File: src/rtl/clock_period_meter.sv
// clock_period_meter: measures period and high time of a slow, possibly
// asynchronous square wave in system-clock cycles. Emits a one-cycle valid
// strobe per completed period and a one-cycle timeout strobe when no rising
// edge arrives for MAX_COUNT cycles.
module clock_period_meter #(
  parameter int WIDTH     = 27,
  parameter int MAX_COUNT = 100000000
) (
  input  logic             clock,
  input  logic             reset,
  input  logic             sig_in,
  input  logic             enable,
  output logic [WIDTH-1:0] period,
  output logic [WIDTH-1:0] high_time,
  output logic             valid,
  output logic             timeout,
  output logic             locked
);

  typedef enum logic [1:0] {IDLE, ARM, MEASURE} state_t;

  localparam logic [WIDTH-1:0] MAX_C = WIDTH'(MAX_COUNT);
  localparam logic [WIDTH-1:0] ONE   = WIDTH'(1);

  state_t           state, state_nxt;
  logic             sync_q, sig_s, sig_d;
  logic             rise, at_max;
  logic [WIDTH-1:0] cnt, cnt_nxt;
  logic [WIDTH-1:0] hi, hi_nxt;
  logic [WIDTH-1:0] period_nxt, high_nxt;
  logic             valid_nxt, timeout_nxt, locked_nxt;

  // Two-flop synchronizer plus one delay stage for edge detection; runs
  // independently of enable so the edge detector is primed on re-enable.
  always_ff @(posedge clock or posedge reset) begin
    if (reset) begin
      sync_q <= 1'b0;
      sig_s  <= 1'b0;
      sig_d  <= 1'b0;
    end else begin
      sync_q <= sig_in;
      sig_s  <= sync_q;
      sig_d  <= sig_s;
    end
  end

  assign rise   = sig_s & ~sig_d;
  assign at_max = (cnt == MAX_C);

  // State register.
  always_ff @(posedge clock or posedge reset) begin
    if (reset) state <= ARM;
    else       state <= state_nxt;
  end

  // Next-state logic: enable low forces IDLE from anywhere.
  always_comb begin
    state_nxt = state;
    if (!enable) begin
      state_nxt = IDLE;
    end else begin
      case (state)
        IDLE:    state_nxt = ARM;
        ARM:     if (rise) state_nxt = MEASURE;
        MEASURE: if (!rise && at_max) state_nxt = ARM;
        default: state_nxt = ARM;
      endcase
    end
  end

  // Output/datapath next values. A rise always beats the timeout bound, so
  // a period of exactly MAX_COUNT cycles still measures cleanly.
  always_comb begin
    cnt_nxt     = cnt;
    hi_nxt      = hi;
    period_nxt  = period;
    high_nxt    = high_time;
    valid_nxt   = 1'b0;
    timeout_nxt = 1'b0;
    locked_nxt  = locked;
    if (!enable) begin
      cnt_nxt    = '0;
      hi_nxt     = '0;
      locked_nxt = 1'b0;
    end else begin
      case (state)
        IDLE: begin
          cnt_nxt    = '0;
          hi_nxt     = '0;
          locked_nxt = 1'b0;
        end
        ARM: begin
          if (rise) begin
            cnt_nxt = ONE;
            hi_nxt  = ONE;
          end else if (at_max) begin
            timeout_nxt = 1'b1;
            cnt_nxt     = '0;
          end else begin
            cnt_nxt = cnt + ONE;
          end
        end
        MEASURE: begin
          if (rise) begin
            period_nxt = cnt;
            high_nxt   = hi;
            valid_nxt  = 1'b1;
            locked_nxt = 1'b1;
            cnt_nxt    = ONE;
            hi_nxt     = ONE;
          end else if (at_max) begin
            timeout_nxt = 1'b1;
            locked_nxt  = 1'b0;
            cnt_nxt     = '0;
            hi_nxt      = '0;
          end else begin
            cnt_nxt = cnt + ONE;
            hi_nxt  = hi + {{(WIDTH-1){1'b0}}, sig_s};
          end
        end
        default: ;
      endcase
    end
  end

  // Datapath and result registers.
  always_ff @(posedge clock or posedge reset) begin
    if (reset) begin
      cnt       <= '0;
      hi        <= '0;
      period    <= '0;
      high_time <= '0;
      valid     <= 1'b0;
      timeout   <= 1'b0;
      locked    <= 1'b0;
    end else begin
      cnt       <= cnt_nxt;
      hi        <= hi_nxt;
      period    <= period_nxt;
      high_time <= high_nxt;
      valid     <= valid_nxt;
      timeout   <= timeout_nxt;
      locked    <= locked_nxt;
    end
  end

endmodule

File: config.mk
export PLATFORM = sky130hd
export DESIGN_NAME = clock_period_meter
export DESIGN_NICKNAME = d
export VERILOG_FILES = /design/src/rtl/clock_period_meter.sv
export SDC_FILE = /design/constraint.sdc
export NUM_CORES = 1
export LEC_CHECK = 0
export ABC_AREA = 1
export CAP_MARGIN = 15
export CORE_MARGIN = 5
export CORE_UTILIZATION = 50
export DETAILED_ROUTE_END_ITERATION = 6
export HOLD_SLACK_MARGIN = 0.15
export MAX_ROUTING_LAYER = met4
export PLACE_DENSITY = 0.73
export RECOVER_POWER = 50
export REMOVE_ABC_BUFFERS = 1
export SLEW_MARGIN = 20
export SYNTH_ARGS = -nofsm -noshare
export SYNTH_HDL_FRONTEND = slang
export SYNTH_SLANG_ARGS = --single-unit
File: constraint.sdc
create_clock -name clock -period 5.8 [get_ports clock]
set_clock_uncertainty 0.05 [all_clocks]
set_input_delay 0.58 -clock clock [delete_from_list [all_inputs] [get_ports clock]]
set_output_delay 0.58 -clock clock [all_outputs]
set_load 0.005 [all_outputs]
Word level (Yosys, flattened, before mapping)
Index checks and enable logic that the tools add are counted.
{ "op_classes": {"add_sub_neg": 2, "eq_ne": 9, "muxes": 24, "bitwise": 2, "n_reduce_logical": 8} }
{ "ops": {"columns": ["op", "count"], "rows": [
  ["2-to-1 mux 27 bit", 7],
  ["one-hot mux 27 bit (3 select lines)", 1],
  ["one-hot mux 27 bit (2 select lines)", 1],
  ["adder 27 x 1 -> 27 bit", 1],
  ["adder 27 x 1 -> 27 bit (second input constant)", 1],
  ["== test 27 bit (second input constant)", 1],
  ["2-to-1 mux 1 bit", 10],
  ["2-to-1 mux 2 bit", 3],
  ["!= test 3 bit (second input constant)", 2],
  ["AND reduction 2 bit", 3],
  ["!= test 4 x 1 -> 1 bit (second input constant)", 1],
  ["!= test 4 bit (second input constant)", 1],
  ["one-hot mux 2 bit (2 select lines)", 1],
  ["!= test 3 x 1 -> 1 bit (second input constant)", 1],
  ["!= test 3 x 2 -> 1 bit (second input constant)", 1],
  ["AND reduction 3 bit", 1],
  ["== test 2 x 1 -> 1 bit (second input constant)", 1],
  ["== test 2 bit (second input constant)", 1],
  ["logical NOT 2 bit", 1],
  ["one-hot mux 1 bit (2 select lines)", 1],
  ["OR reduction 2 bit", 1],
  ["AND 1 bit", 1],
  ["logical AND 1 bit", 1],
  ["logical NOT 1 bit", 1],
  ["NOT 1 bit", 1]
]} }
{ "totals": {"ff_bits": 116, "input_bits": 4} }

Logic depth before layout (Yosys ltp)
Gate-level depths: netlist of run 1.
{ "depth": {"depth_word": 7, "depth_mapped": 13, "ltp_nobuf": 12} }

Worst setup path after synthesis of run 1
OpenSTA, ideal clock, no wires.
{ "synth_timing": {"path_type": "register to register", "start": "reg state[0]", "end": "reg cnt[9]", "arrival_time_ns": 1.613, "required_ns": 5.630, "setup_slack_ns": 4.017, "path_stages_with_launch": 10, "period_less_slack_ns": 1.783, "path_cell_list": "dfstp_2 inv_1 ha_1 inv_1 nand3_2 inv_1 nor2_1 nand2_1 xor2_1 nor2_1"} }
{ "synth_via": {"elab_chain_len": 4} }
{ "synth_lines": {"columns": ["element", "line", "rtl"], "rows": [
  ["start, declared", "25", "state_t state, state_nxt;"],
  ["start signal, assigned", "53", "else state <= state_nxt;"],
  ["== test 2 bit / == test 2 x 1 -> 1 bit (equally long branches)", "86", "case (state)"],
  ["OR reduction 2 bit (no source line)", null, null],
  ["one-hot mux 27 bit (2 select lines)", "86", null],
  ["2-to-1 mux 27 bit", "81", "if (!enable) begin"],
  ["end signal, assigned", "137", "cnt <= cnt_nxt;"],
  ["end, declared", "28", "logic [WIDTH-1:0] cnt, cnt_nxt;"]
]} }
Parallel ways exist; a longest one is shown, timed or not.
A chain may end at the register's enable or synchronous reset.

==> results.py, run 1 <==
metrics = {
    "run_status": {
        "run_status": "finished with violations",
        "failed_checks": "capacitance limit, slew limit",
    },
    "global_route": {
        "antenna_found_initial": 0,
        "grt_overflow": 0,
        "grt_pass1_wl_um": 23500,
        "grt_max_degree": 83,
        "first_global_vias": 5069,
        "grt_use_total_pct": 21.0,
    },
    "placement": {
        "hpwl_um": 9750,
        "place_congestion": 0.992,
        "io_buffers": 60,
        "placed_cells": 946,
        "placed_area_um2": 6620,
    },
    "pwr": {
        "peakVddDrop_v": 0.000194,
        "power_density_nw_per_um2": 294,
        "p_leak_uw": 0.00334,
    },
    "layout": {
        "drive_gt1_share_pct": 9.00,
        "layout.nets": 833,
        "num_antenna_cells": 0,
        "syn_to_final_growth_pct": 20.3,
        "final_area_um2": 7150,
        "final_cells": 976,
        "n_fill_cell": 1000,
    },
    "yosys": {
        "ys.warnings.count": 0,
        "ys_types": 37,
        "synth_seq_cells": 116,
        "synth_ff_type": "dfrtp_1",
        "avgSynthCellArea_um2": 7.83,
        "seq_area_frac_synth_pct": 48.9,
        "synthCells": 759,
        "syn_area_um2": 5940,
        "async_flop_share_pct": 100,
        "synth_edf_count": 0,
    },
    "timing": {
        "fmax_mhz": 319,
        "rsz0062_at_grt": "false",
        "worst_slew_pin_slew_ns": 2.94,
        "setup_viol": 0,
        "hold_viol": 0,
        "min_period_ns": 3.14,
        "maxSlewViolCount": 70,
        "period_share_pct": 54.1,
        "timing.setup.tns_ns": 0,
        "hold_slack_ns": 0.297,
        "relSlewSlack_pct": -97.3,
    },
    "routing": {
        "firstDrtPassIters": 4,
        "wl_um": 13600,
        "route.detailed.drc": 0,
        "wl_per_cell_um": 14.0,
        "ant_nets": 0,
        "avgViaCountPerCell": 5.19,
        "drt_iter0_markers": 333,
        "vias": 5064,
    },
    "setup_path": {
        "r2r-end": "period[18]",
        "crit_family": "buffers and inverters",
        "ff2ff_setup_slack_ns": 2.71,
        "crit_buf_inv": 3,
        "cp.arrival_ns": 3.58,
        "cp-start-kind": "input pin",
        "r2r.worst_path.cells": 8,
        "path_cells": "dlygate4sd3_1 -> clkinvlp_2 -> buf_4",
        "required_ns": 6.24,
        "crit_path_end_kind": "async pin",
        "path_max_fanout": 69,
        "r2r-start": "state[0]",
        "critPathMaxStageDelay_ns": 1.67,
        "path_class": "input pin to async pin",
        "slowest_stage": "clkinvlp_2",
    },
    "worst_hold_path": {
        "worstHoldPathCells": 0,
        "hold_path_class": "flip-flop to flip-flop",
        "min_from": "sync_q",
        "min_to": "sig_s",
    },
    "clock_tree": {
        "cts_resized": 0,
        "cts_tree": "yes",
        "cts_root_buffer": "clkbuf_16",
        "clock-sinks": 116,
        "cts_setup_buffers": 0,
        "clkTransAtPathRegs_ns": 0.05,
        "clock_latency_ns": 0.41,
        "htreeDepth": 4,
        "hold_buffers": 0,
        "cts_buffers": 17,
        "clk_path_buf_depth": 2,
    },
    "floorplanning": {
        "die-area_um2": 14200,
        "die_h_um": 119,
        "pin_count": 61,
        "core_um2": 11500,
        "initial_utilization_pct": 51.6,
        "rows": 39,
        "die_w_um": 119,
    },
    "flow_run": {
        "drv_cap": 1,
    },
}
-- cells in the final DEF, fill, tap and decap left out, types with 12 or more instances in the layout --
cell type and instances:
nor3_1 12, dlygate4sd3_1 56, inv_1 98, xor2_1 13, nand4_1 21, nor2_1 89
nand3_1 40, nand2_1 209, nor2_2 12, a21oi_1 18, dfrtp_1 115, o21ai_0 52
clkbuf_16 17
-- how the worst max path moves through the flow --
stage / from / end / cells past startpoint
2_1_floorplan: reset / cnt[0] / 1
3_3_place_gp: enable / period[26] / 7
3_5_place_dp: enable / high_time[25] / 7
4_1_cts: state[0] / high_time[25] / 7
5_1_grt: reset / hi[4] / 3
6_report: reset / hi[1] / 3
-- cells in the mapped netlist, types with 3 or more instances --
| cell type | count | area, um^2 |
|---|---|---|
| o21ai_1 | 11 | 55.1 |
| nor3_1 | 12 | 60.1 |
| nand3_2 | 7 | 70.1 |
| xor2_1 | 13 | 114 |
| nand2_1 | 208 | 781 |
| o21ai_0 | 52 | 260 |
| dfrtp_1 | 115 | 2880 |
| nor2_2 | 12 | 75.1 |
| nor3_2 | 4 | 40.0 |
| inv_2 | 7 | 26.3 |
| nor2_4 | 5 | 56.3 |
| inv_1 | 97 | 364 |
| ha_1 | 7 | 87.6 |
| clkbuf_1 | 3 | 11.3 |
| nand3_1 | 38 | 190 |
| a21oi_1 | 18 | 90.1 |
| buf_2 | 10 | 50.1 |
| nand4_1 | 21 | 131 |
| buf_6 | 3 | 33.8 |
| nand2_4 | 4 | 45.0 |
| nor2_1 | 88 | 330 |
| nand2_2 | 9 | 56.3 |
-- sequential cells by signal, indices dropped and copies added (netlist names) --
register and cells:
timeout 1, high_time 27, hi 27, cnt 27
period 27, sync_q 1, state 2, sig_d 1
valid 1, sig_s 1, locked 1
-- power breakdown --
part	total (uW)	internal [uW]	switching, uW
clock	959	618	341
sequential	846	832	14.2
combinational	294	74.5	219
-- metrics by stage --
step | worst slack, ns | util (%) | power (uW)
2_1_floorplan | 2.10 | - | 1080
3_3_place_gp | 3.15 | 57.5 | 1160
3_5_place_dp | 3.08 | 57.5 | 1170
4_1_cts | 3.36 | 62.3 | 2130
5_1_grt | 2.06 | 62.0 | 2200
6_report | 2.66 | 62.0 | 2100
-- cell type report --
type                    instances  area, um^2  share of cell area (%)
clock inverters                 3        17.5                   0.245
well taps                     143         179                    2.50
multi-input cells             518        2490                    34.8
repair buffers                 62         616                    8.61
inverters                     107         407                    5.69
clock buffers                  27         533                    7.46
flip-flops and latches        116        2900                    40.6
-- per-layer routing --
metal	up-vias	global-route usage (%)	wire (um)
li1	2533	-	-
met1	2326	24.3	5820
met2	161	33.4	6650
met3	44	5.55	665
met4	0	11.5	497
met5	-	-	0
-- cells by family (layout without fill, tap and decap cells) --
kind of cell,Yosys count,count (layout),synth area share [%]
XOR/XNOR,13,13,1.92
AO/OA/AOI/OAI,86,86,7.43
buffers and inverters,125,199,8.80
adder cells (fa/ha/maj),7,7,1.47
flip-flops,116,116,48.9
AND/OR/NAND/NOR,412,412,31.5
Note: power is estimated with default switching activity, not from simulation.
==> run 2: changes to the inputs <==
clock period = 3.2 ns   (was 5.8 ns; I/O delays follow)
==> run 2 against run 1 <==
The run still ends with capacitance limit, slew limit left. Worst hold slack got worse by 0.0035 ns. Via count rose by 0.97%. Non-clock buffer count rose by 2. Cell count rose by 0.41%. Sequential cell count did not move. Register-to-register slack got worse by 1.9 ns.
==> results.py, run 2 (synthesized netlist as in run 1, its figures left out) <==
metrics = {
    "setup_path": {
        "cp.arrival_ns": 2.65,
        "r2r-start": "state[0]",
        "ff2ff_setup_slack_ns": 0.78,
        "path_cells": "inv_1 -> ha_1 -> nand2_2 -> nor2_4 -> inv_2 -> buf_4 -> o21ai_0",
        "slowest_stage": "inv_2",
        "path_class": "flip-flop to flip-flop",
        "required_ns": 3.43,
        "cp-start-kind": "flip-flop",
        "r2r.worst_path.cells": 7,
        "crit_path_end_kind": "flip-flop",
        "critPathMaxStageDelay_ns": 0.63,
        "path_max_fanout": 60,
        "r2r-end": "high_time[21]",
    },
    "global_route": {
        "grt_pass1_wl_um": 24000,
        "grt_use_total_pct": 21.5,
        "grt_max_degree": 61,
        "antenna_found_initial": 0,
        "grt_overflow": 0,
        "met1_usage_pct": 24.4,
        "grt-busiest-layer": "met2",
        "first_global_vias": 5222,
        "met3_usage_pct": 5.50,
        "use_met2_pct": 35.7,
    },
    "clock_tree": {
        "hold_buffers": 0,
        "cts_buffers": 17,
        "htreeDepth": 4,
        "cts_tree": "yes",
        "clock-sinks": 116,
        "cts_resized": 0,
        "clkTransAtPathRegs_ns": 0.05,
        "clk_path_buf_depth": 2,
        "cts_root_buffer": "clkbuf_16",
        "cts_setup_buffers": 0,
        "clock_latency_ns": 0.41,
    },
    "layout": {
        "multi_input_area_um2": 2510,
        "layout_commonest_cell": "nand2_1",
        "syn_to_final_growth_pct": 21.7,
        "drive_gt1_share_pct": 9.68,
        "mostFrequentLayoutCells": "nand2_1, dfrtp_1, inv_1",
        "n_fill_cell": 991,
        "seq_area_um2": 2900,
        "layout.nets": 835,
        "final_area_um2": 7230,
        "num_antenna_cells": 0,
    },
    "routing": {
        "drt_iter0_markers": 354,
        "wl_per_cell_um": 14.3,
        "vias": 5113,
        "route.detailed.drc": 0,
        "firstDrtPassIters": 5,
        "ant_nets": 0,
        "wl_um": 14000,
        "avgViaCountPerCell": 5.22,
    },
    "timing": {
        "hold_slack_ns": 0.293,
        "fin_ws_ns": 0.775,
        "fmax_mhz": 412,
        "hold_viol": 0,
        "period_share_pct": 75.8,
        "worst_slew_pin_slew_ns": 2.08,
        "rsz0062_at_grt": "false",
        "timing.setup.tns_ns": 0,
        "min_period_ns": 2.42,
        "maxSlewViolCount": 55,
        "relSlewSlack_pct": -38.8,
        "setup_viol": 0,
    },
    "floorplanning": {
        "initial_utilization_pct": 51.6,
        "pin_count": 61,
        "core_um2": 11500,
        "die_w_um": 119,
        "die_h_um": 119,
        "rows": 39,
        "die-area_um2": 14200,
    },
    "pwr": {
        "p_leak_uw": 0.00327,
        "power_density_nw_per_um2": 548,
        "peakVddDrop_v": 0.000365,
    },
    "run_status": {
        "failed_checks": "capacitance limit, slew limit",
        "run_status": "finished with violations",
    },
    "worst_hold_path": {
        "min_from": "sync_q",
        "hold_path_class": "flip-flop to flip-flop",
        "worstHoldPathCells": 0,
        "min_to": "sig_s",
    },
    "placement": {
        "hpwl_um": 10100,
        "io_buffers": 60,
        "place_congestion": 0.941,
        "placed_area_um2": 6650,
        "pre_cts_slack_ns": 0.735,
    },
    "flow_run": {
        "drv_cap": 1,
    },
}
## run 2: final cells by class
type                            count  share of cell area (%)
Multi-Input combinational cell    518                    34.8
Clock inverter                      3                   0.900
Clock buffer                       29                    7.20
Sequential cell                   116                    40.2
Inverter                          107                    5.61
Tap cell                          143                    2.47
Timing Repair Buffer               64                    8.89
## run 2: critical path, delay by kind of cell, from the launching register on
family	cells	cell delay, ns
compound gates	1	0.11
fa+ha+maj	1	0.31
buf+inv	3	1.05
flops	1	0.54
simple gates	2	0.23
## run 2: metrics by stage
step / instances / power (uW) / util (%)
after floorplan: 741 / 1950 / -
after global placement: 948 / 2110 / 57.7
after detailed placement: 948 / 2130 / 57.7
after CTS: 980 / 3990 / 62.8
after global routing: 980 / 4140 / 62.8
final: 980 / 3960 / 62.8
## run 2: power by group
group,total (uW),internal [uW],switching (uW)
logic,563,147,416
clock network,1860,1250,613
registers,1540,1510,27.8
## run 2: how the worst max path moves through the flow
stage | startpoint | end | slack [ns]
floorplan | reset | cnt[0] | -0.24
global placement | enable | high_time[22] | 0.82
detailed placement | enable | high_time[19] | 0.73
CTS | state[0] | high_time[19] | 0.77
global route | reset | high_time[17] | 0.36
finish | state[0] | high_time[21] | 0.78
## run 2: per-layer routing
layer	routed length [um]	vias to the layer above
li1	-	2527
met2	7020	147
met3	650	30
met5	0	-
met1	6020	2409
met4	330	0
==> run 3: changes to the inputs <==
PLACE_DENSITY = 0.75   (was 0.73)
clock period = 1.95 ns   (was 3.2 ns; I/O delays follow)
==> run 3 against run 2 <==
The run now ends clean. Global-route usage rose by 0.41 points. Worst setup slack got worse by 0.69 ns. Utilization rose by 2.1 points.
==> results.py, run 3 (synthesized netlist as in run 1, its figures left out) <==
metrics = {
    "worst_hold_path": {
        "min_from": "sig_in",
        "worstHoldPathCells": 1,
        "min_to": "sync_q",
        "hold_path_class": "input pin to flip-flop",
    },
    "clock_tree": {
        "htreeDepth": 4,
        "cts_buffers": 17,
        "cts_root_buffer": "clkbuf_16",
        "clkTransAtPathRegs_ns": 0.05,
        "cts_tree": "yes",
        "clock-sinks": 116,
        "clk_path_buf_depth": 2,
        "clock_latency_ns": 0.42,
    },
    "global_route": {
        "met3_usage_pct": 4.79,
        "antenna_found_initial": 0,
        "grt_pass1_wl_um": 24600,
        "grt_use_total_pct": 21.9,
        "met1_usage_pct": 25.9,
        "grt_overflow": 0,
        "grt_max_degree": 58,
        "first_global_vias": 5175,
        "grt-busiest-layer": "met2",
        "use_met2_pct": 36.2,
    },
    "setup_path": {
        "r2r-start": "state[0]",
        "path_class": "flip-flop to flip-flop",
        "path_cells": "inv_1 -> ha_1 -> inv_2 -> nor2_4 -> nand3_2 -> nand2_4 -> clkinvlp_4 -> nor2_1",
        "r2r-end": "hi[8]",
        "slowest_stage": "dfstp_2",
        "path_max_fanout": 7,
        "crit_path_end_kind": "flip-flop",
        "cp-start-kind": "flip-flop",
        "r2r.worst_path.cells": 8,
        "ff2ff_setup_slack_ns": 0.08,
        "cp.arrival_ns": 2.15,
        "critPathMaxStageDelay_ns": 0.54,
        "required_ns": 2.24,
    },
    "pwr": {
        "power_frac_clock_pct": 44.5,
        "peakVddDrop_v": 0.000622,
        "p_int_uw": 4830,
        "swShare_pct": 28.3,
        "combPwrFrac_pct": 18.1,
        "power_switching_uw": 1910,
        "p_leak_uw": 0.00328,
        "power_density_nw_per_um2": 901,
        "p_seq_share_pct": 37.5,
    },
    "timing": {
        "rsz0062_at_grt": "true",
        "timing.setup.tns_ns": 0,
        "relSlewSlack_pct": 58.3,
        "fmax_mhz": 536,
        "worst_slew_pin_slew_ns": 0.626,
        "setup_viol": 0,
        "maxSlewViolCount": 0,
        "min_period_ns": 1.87,
        "fin_ws_ns": 0.0831,
        "hold_slack_ns": 0.278,
        "period_share_pct": 95.7,
        "hold_viol": 0,
    },
    "floorplanning": {
        "die_w_um": 119,
        "pin_count": 61,
        "core_um2": 11500,
        "rows": 39,
        "die-area_um2": 14200,
        "initial_utilization_pct": 51.6,
        "die_h_um": 119,
    },
    "routing": {
        "vias": 5159,
        "firstDrtPassIters": 6,
        "avgViaCountPerCell": 5.17,
        "route.detailed.drc": 0,
        "wl_per_cell_um": 14.3,
        "wl_um": 14300,
        "drt_iter0_markers": 281,
        "ant_nets": 0,
    },
    "placement": {
        "hpwl_um": 10400,
        "placed_area_um2": 6820,
        "io_buffers": 60,
        "place_congestion": 0.921,
        "pre_cts_slack_ns": -0.0159,
    },
    "layout": {
        "mostFrequentLayoutCells": "nand2_1, dfrtp_1, inv_1",
        "final_area_um2": 7470,
        "layout_commonest_cell": "nand2_1",
        "layout.nets": 853,
        "drive_gt1_share_pct": 13.5,
        "syn_to_final_growth_pct": 25.8,
        "n_fill_cell": 991,
        "utilization_pct": 64.9,
        "num_antenna_cells": 0,
    },
    "run_status": {
        "run_status": "finished, final reports clean",
    },
    "flow_run": {
        "drv_cap": 0,
    },
}
## run 3: cell types whose count changed in the layout (fill, tap and decap cells not counted), sizes merged, moves of 2 or more
cell,before,now
clkdlybuf4s50,34,58
dlygate4sd3,26,3
buf,4,18
clkinv,3,9
clkbuf,29,25
clkinvlp,0,2
## run 3: power by group through the flow
stage	clock network [uW]	registers [uW]	logic (uW)
detailed placement	0	2560	1120
global placement	0	2560	1100
global route	3140	2530	1340
CTS	3040	2520	1140
finish	3000	2520	1220
floorplan	0	2550	652
## run 3: worst max-delay path by stage
stage | end | startpoint | slack [ns]
3_5_place_dp | hi[21] | enable | -0.02
4_1_cts | cnt[16] | state[0] | 0.002
6_report | hi[8] | state[0] | 0.08
2_1_floorplan | cnt[0] | reset | -1.37
3_3_place_gp | hi[21] | enable | 0.01
5_1_grt | hi[8] | state[0] | -0.03
## run 3: repair_timing
item                       in CTS  in global routing
hold endpoints to repair       19                  0
gates resized for setup         1                 25
setup endpoints to repair       1                 45
hold buffers                    1                  0
pin swaps                       0                  3
buffers inserted                0                  2
## run 3: through the flow
step / power (uW) / cells
after detailed placement: 3690 / 963
after global routing: 7010 / 998
after CTS: 6700 / 996
after floorplan: 3200 / 741
final: 6740 / 998
after global placement: 3660 / 963
## run 3: cell type report
| type | instances | area, um^2 | area share (%) |
|---|---|---|---|
| tap | 143 | 179 | 2.39 |
| sequential | 116 | 2900 | 38.9 |
| inverter | 107 | 414 | 5.54 |
| timing repair buffer | 82 | 813 | 10.9 |
| clock inverter | 10 | 106 | 1.42 |
| clock buffer | 22 | 464 | 6.21 |
| multi-input combinational | 518 | 2590 | 34.7 |
## run 3: routing by layer
layer | up-vias | routed length (um)
li1 | 2565 | -
met1 | 2439 | 6190
met2 | 124 | 7260
met3 | 31 | 476
met4 | 0 | 366
met5 | - | 0
## run 3: worst max-delay path: cells and delay by family (launching register included)
kind	cells	cell delay, ns
fa+ha+maj	1	0.32
buf+inv	3	0.32
flops	1	0.54
simple gates	4	0.57
